$ cat src/rtl/rv_pipe_pkg.sv
// rtl/rv_pipe_pkg.sv - shared RV32I pipeline constants and the IF/ID bundle
package rv_pipe_pkg;

    localparam int XLEN = 32;

    localparam logic [XLEN-1:0] RESET_PC  = 32'h0000_0004;
    localparam logic [XLEN-1:0] NOP_INSTR = 32'h0000_0013;

    typedef struct packed {
        logic [XLEN-1:0] pc;
        logic [XLEN-1:0] instr;
        logic            valid;
    } if_id_t;

    // Fetch addresses are always word aligned; stray low bits are dropped.
    function automatic logic [XLEN-1:0] align_word(input logic [XLEN-1:0] addr);
        return {addr[XLEN-1:2], 2'b00};
    endfunction

endpackage

$ cat src/rtl/fetch_pc_gen.sv
// rtl/fetch_pc_gen.sv - program counter register with redirect/stall next-pc selection
module fetch_pc_gen
    import rv_pipe_pkg::*;
#(
    parameter logic [XLEN-1:0] START_PC = rv_pipe_pkg::RESET_PC
) (
    input  logic            clk,
    input  logic            rst_n,
    input  logic            stall,
    input  logic            redirect,
    input  logic [XLEN-1:0] redirect_target,
    output logic [XLEN-1:0] pc
);

    always_ff @(posedge clk) begin
        if (!rst_n) begin
            pc <= START_PC;
        end else if (redirect) begin
            pc <= align_word(redirect_target);
        end else if (!stall) begin
            pc <= pc + XLEN'(4);
        end
    end

endmodule

$ cat src/rtl/if_fetch_stage.sv
// rtl/if_fetch_stage.sv - instruction fetch stage: pc, IF/ID register and fetch counter
module if_fetch_stage
    import rv_pipe_pkg::*;
#(
    parameter logic [XLEN-1:0] RESET_PC  = rv_pipe_pkg::RESET_PC,
    parameter logic [XLEN-1:0] NOP_INSTR = rv_pipe_pkg::NOP_INSTR,
    parameter int              CNT_W     = 32
) (
    input  logic             clk,
    input  logic             rst_n,
    output logic [XLEN-1:0]  imem_addr,
    input  logic [XLEN-1:0]  imem_rdata,
    input  logic             stall,
    input  logic             redirect,
    input  logic [XLEN-1:0]  redirect_target,
    output logic [XLEN-1:0]  if_id_pc,
    output logic [XLEN-1:0]  if_id_instr,
    output logic             if_id_valid,
    output logic [CNT_W-1:0] fetch_cnt
);

    logic [XLEN-1:0] pc;
    if_id_t          if_id;

    fetch_pc_gen #(
        .START_PC(RESET_PC)
    ) u_pc_gen (
        .clk             (clk),
        .rst_n           (rst_n),
        .stall           (stall),
        .redirect        (redirect),
        .redirect_target (redirect_target),
        .pc              (pc)
    );

    // The ROM is combinational, so the pc register addresses it directly.
    assign imem_addr = pc;

    always_ff @(posedge clk) begin
        if (!rst_n) begin
            if_id     <= '{pc: '0, instr: NOP_INSTR, valid: 1'b0};
            fetch_cnt <= '0;
        end else if (redirect) begin
            // Whatever the ROM returns this cycle is on the wrong path.
            if_id     <= '{pc: '0, instr: NOP_INSTR, valid: 1'b0};
        end else if (!stall) begin
            if_id     <= '{pc: pc, instr: imem_rdata, valid: 1'b1};
            fetch_cnt <= fetch_cnt + CNT_W'(1);
        end
    end

    assign if_id_pc    = if_id.pc;
    assign if_id_instr = if_id.instr;
    assign if_id_valid = if_id.valid;

endmodule

$ cat config.mk
export PLATFORM = sky130hd
export DESIGN_NAME = if_fetch_stage
export DESIGN_NICKNAME = d
export VERILOG_FILES = /design/src/rtl/rv_pipe_pkg.sv /design/src/rtl/fetch_pc_gen.sv /design/src/rtl/if_fetch_stage.sv
export SDC_FILE = /design/constraint.sdc
export NUM_CORES = 1
export LEC_CHECK = 0
export CAP_MARGIN = 10
export CELL_PAD_IN_SITES_DETAIL_PLACEMENT = 1
export CELL_PAD_IN_SITES_GLOBAL_PLACEMENT = 1
export CORE_MARGIN = 2
export CORE_UTILIZATION = 33
export DETAILED_ROUTE_END_ITERATION = 10
export PLACE_DENSITY = 0.84
export SLEW_MARGIN = 10
export SYNTH_ARGS = -nofsm -noshare
export SYNTH_HDL_FRONTEND = slang
export SYNTH_SLANG_ARGS = --single-unit
$ cat constraint.sdc
create_clock -name clk -period 2.2 [get_ports clk]
set_input_delay 0.22 -clock clk [delete_from_list [all_inputs] [get_ports clk]]
set_output_delay 0.22 -clock clk [all_outputs]
set_load 0.005 [all_outputs]
Yosys cells after proc, flatten, opt, wreduce, memory -nomap -nowiden
Cells that the tools add are included.
Word-level totals
  flip-flop bits (word level): 129
  latch bits: 0
  memory bits (writable): 0
  bits in read-only memories: 0
  input port bits: 68
  output and inout port bits: 129
  word-level logic and storage cells: 16
  memories: 0
Operators by class
  add/sub/neg operators: 2
  multipliers: 0
  divide/modulo/power cells: 0
  order comparisons: 0
  equal/unequal tests: 1
  shift operators: 0
  mux-type cells: 2
  bitwise logic cells: 3
  reduce and logical (&&, ||, !) cells: 2
Operators by type and width (count)
  2-to-1 mux 32 bit: 2
  adder 32 x 1 -> 32 bit, second input constant: 1
  adder 32 x 3 -> 32 bit, second input constant: 1
  inverter 1 bit: 3
  inequality test 2 x 1 -> 1 bit, second input constant: 1
  AND reduction 2 bit: 1
  OR reduction 2 bit: 1

Longest topological paths before layout
  depth after elaboration: 3
  mapped depth: 7
  gate-level depth less buffers: 6

Hierarchy
A second synthesis with hierarchy kept.
Unflattened totals
  cell total of the unflattened synthesis: 598
  area, all modules: 5527.8 um^2
Modules (own cells, without submodules)
  if_fetch_stage: times used 1, cells each 394, area each 3811.2 um^2, seq. area each 1941.9 um^2
  fetch_pc_gen: times used 1, cells each 204, area each 1716.6 um^2, seq. area each 600.6 um^2

Least setup slack after synthesis
Ideal clock, no wire load.
  kind: reg2reg
  from: register u_pc_gen.pc[6]
  to: register u_pc_gen.pc[31]
  setup time: 121 ps
  arrival time: 1709 ps
  required time: 2079 ps
  slack: 370 ps
  cell stages (with the launch flop): 6
  buffers on the path: 0
  clock period less this slack: 1830 ps
  cells stage by stage: dfxtp_1 nand4_4 or4_4 nor4_1 xnor2_1 o21ai_1
On the way
  cells in the longest elaborated chain, start to end: 3
RTL lines
  from (decl): line fetch_pc_gen.sv:12  | output logic [XLEN-1:0] pc
  from (signal assigned): line fetch_pc_gen.sv:19  | pc <= align_word(redirect_target);
  from (signal assigned): line fetch_pc_gen.sv:21  | pc <= pc + XLEN'(4);
  adder 32 x 3 -> 32 bit: line fetch_pc_gen.sv:21
  2-to-1 mux 32 bit: line fetch_pc_gen.sv:20  | end else if (!stall) begin
  2-to-1 mux 32 bit: line fetch_pc_gen.sv:18  | end else if (redirect) begin
No other way between the ends. The select of a mux whose other input is x is not followed.
A chain may end at the register's enable or synchronous reset.

Final worst setup path
  from: register u_pc_gen.pc[9]
  to: register u_pc_gen.pc[25]
The elaborated chain is that of the path after synthesis.

==> metrics.txt <==
run status=completed; combinational share of power=9.8%; Detail Route Antenna Nets=0; Worst-Margin Slew=a little over 800 ps; layout cells sized above 1=7.84%; Synth Cell Area=5350 um2; DR pass1 iterations=4; clock slew at reported path FFs=around 60 ps; Pint=4.40 mW; initial DRC count=approximately 230; H-Tree Depth=4; clk_lat worst skew=roughly 410 ps; core area=15,900 um2; total CTS buffers=17; first-pass GRT wire length=29,000 um; Worst Hold Depth=2; Psw=1.39 mW; postcts setup bufs=0; maximum clock insertion buffer count=2; IO Port Bufs=190; largest net degree at the start of global routing=55; Reg2Reg Depth=5; Vias/cell=approximately 5.0; Hold Buf Count CTS=0; top cell family by delay on the critical path=simple AND/OR/NAND/NOR gates; crit path launch type=flip-flop; CTS tree=yes; Synth Area per Inst=9.38 um2; worst r2r src=u_pc_gen.pc[9]; synth warn=0; unique cell type count in the Yosys netlist=39; Slew Limit Headroom=45.7%; nets@finish=835; IO Count=197; worst path bufs/invs=0; Sequential Power Share=a little over two fifths; Switching Share=24.0%; Worst setup EP type=flip-flop; total track usage=a little over a fifth; ANT cells=0; hold path endpoint=if_id_instr[1]; Crit Path Class=reg2reg; chip width=131 um; vias in the first global route=5,309; fin crit share=91.3%; Multi-input gate area=roughly 2700 um2; Slowest cell on crit path=or4_4; area delta synth->final=52.3%; Layout Skew=5.82 ps; worst stage delay on the critical path=slightly below 600 ps; clock power share=approximately half; Slew Viols, Final=0; Residual DRC=0; max frequency=498 MHz; reg-to-reg slack, setup=190 ps; gpl congestion=0.839; FILL cells=between 1,500 and 2,000; maxcap violations=0; overall die area=17,200 um2; Final Core Density=around 51%; via count=4,954; Seq. cell area=roughly 2500 um2; dpl hpwl=13,100 um; ratio of total power to cell area=711 nW/um2; wire length after detailed routing=approximately 18,000 um; Leak=3.16 nW; Fin Setup TNS=0 ps; starting density of the core=33.6%; RSZ-0062 raised after global routing=no; Hold WC Path Type=in2reg; Max FO, Critical Path=8; CTS Root Cell=clkbuf_16; Arr. time, crit path=~2300 ps; grt total ovfl=0; worst hold start=rst_n; Avg WL per Cell=18.2 um; sequential area share after synthesis=46.8%; crit-path cells=nand4_4 -> or4_4 -> nor4_1 -> xnor2_1 -> a21oi_1; VDD IR max=473 uV; RR Endpoint=u_pc_gen.pc[25]; Die Span Y=131 um; Cells after Synth=570; Final setup viols=0; Final Hold Vio Count=0; fin crit period=2010 ps; synthesized flop and latch total=125; Site Rows=46; worst endpoint required time=2490 ps; Sink Count=approximately 130; antenna violations before repair=0
-- stage by stage --
step	power [mW]	std cells	hold slack [ps]	area [um2]	setup slack, ps
finish	5.79	994	142	8140	191
global placement	3.00	962	435	7540	202
CTS	5.83	994	131	8140	169
detailed placement	3.03	962	451	7540	83.2
global route	6.00	994	154	8140	90.9
floorplan	2.68	573	359	5360	370
-- cell usage after synthesis (all sizes together) --
cell type / n / area share, %
xnor2: 21 / 3.4
xor2: 31 / 5.1
inv: 6 / 0.42
nand4: 18 / 2.4
a21oi: 21 / 2.0
nand2b: 2 / 0.23
nor4: 7 / 1.1
a21boi: 9 / 1.3
and4bb: 1 / 0.23
buf: 13 / 1.4
and3b: 1 / 0.16
nand3: 23 / 2.2
nor2b: 2 / 0.23
and2: 32 / 3.7
nor3b: 2 / 0.28
nand4b: 2 / 0.33
nand2: 30 / 2.1
nor3: 5 / 0.47
nand3b: 1 / 0.14
mux2i: 62 / 12
and3: 6 / 0.70
ha: 2 / 0.47
o211ai: 1 / 0.14
or4: 1 / 0.21
nor4b: 1 / 0.44
o21ai: 36 / 3.4
nor2: 66 / 4.6
conb: 1 / 0.070
o211a: 2 / 0.37
or3: 8 / 0.94
dfxtp: 125 / 47
and4: 9 / 1.5
clkbuf: 23 / 1.6
-- worst reg2reg max path, cell delays in order, from the launching register on --
cell and delay (ps):
dfxtp_1 440, nand4_4 220, or4_4 590, nor4_1 330
xnor2_1 200, a21oi_1 110
-- registers in the layout, summed over array words and instances (netlist names) --
register and cells:
u_pc_gen.pc 30, if_id_valid 1, fetch_cnt 32, if_id_pc 30, if_id_instr 32
-- how the worst max path moves through the flow --
stage,from,to,slack (ps),cells past startpoint
after floorplan,u_pc_gen.pc[6],u_pc_gen.pc[31],370,5
after global placement,redirect,fetch_cnt[31],200,6
after detailed placement,redirect,fetch_cnt[31],80,6
after CTS,fetch_cnt[17],fetch_cnt[31],170,5
after global routing,fetch_cnt[7],fetch_cnt[28],90,6
final,u_pc_gen.pc[9],u_pc_gen.pc[25],190,5
-- routing by layer --
layer	up-vias	share of wire (%)	global-route usage, %
met4	0	3.0	9.42
li1	2353	-	-
met5	-	0	0
met1	2423	40	23.4
met3	40	4.7	4.78
met2	138	52	38.1
-- power groups by stage --
stage | Sequential, mW | Combinational (mW) | Clock (mW)
6_report | 2.42 | 0.567 | 2.80
5_1_grt | 2.43 | 0.609 | 2.96
4_1_cts | 2.42 | 0.571 | 2.85
3_5_place_dp | 2.46 | 0.563 | 0
3_3_place_gp | 2.46 | 0.543 | 0
2_1_floorplan | 2.46 | 0.222 | 0
-- cells in the final DEF (no fill, tap or decap), drive strengths merged, types with 4 or more instances in the layout --
master           n
nor2            66
buf             21
conb             4
nand2           30
dfxtp          125
and3             6
clkinv           6
nor3             5
a21oi           21
nand4           18
and4             9
a21boi           9
xor2            31
or3              8
and2            32
nor4             7
clkdlybuf4s50  188
clkinvlp         4
inv              7
nand3           23
clkbuf          19
mux2i           62
xnor2           21
o21ai           36
-- kinds of logic after synthesis --
kind of cell / count (synthesis) / share of synthesized area, %
multiplexers: 62 / 11.6
buffers and inverters: 42 / 3.39
AO/OA/AOI/OAI: 69 / 7.12
adder cells (fa/ha/maj): 2 / 0.468
flip-flops: 125 / 46.8
other: 1 / 0.0702
AND/OR/NAND/NOR: 217 / 22.0
XOR/XNOR: 52 / 8.52
-- repair_timing --
item,CTS,global route
hold endpoints to repair,0,0
endpoints found under the setup margin,0,1
gates resized for setup,0,1
-- cell type report --
class                      instances  area share, %
tap                              216           3.32
multi-input combinational        406           32.9
timing repair buffer             209           25.5
clock buffer                      19           5.56
sequential                       125           30.7
inverter                           6          0.277
clock inverter                    13           1.72
(Power assumes the default switching activity.)
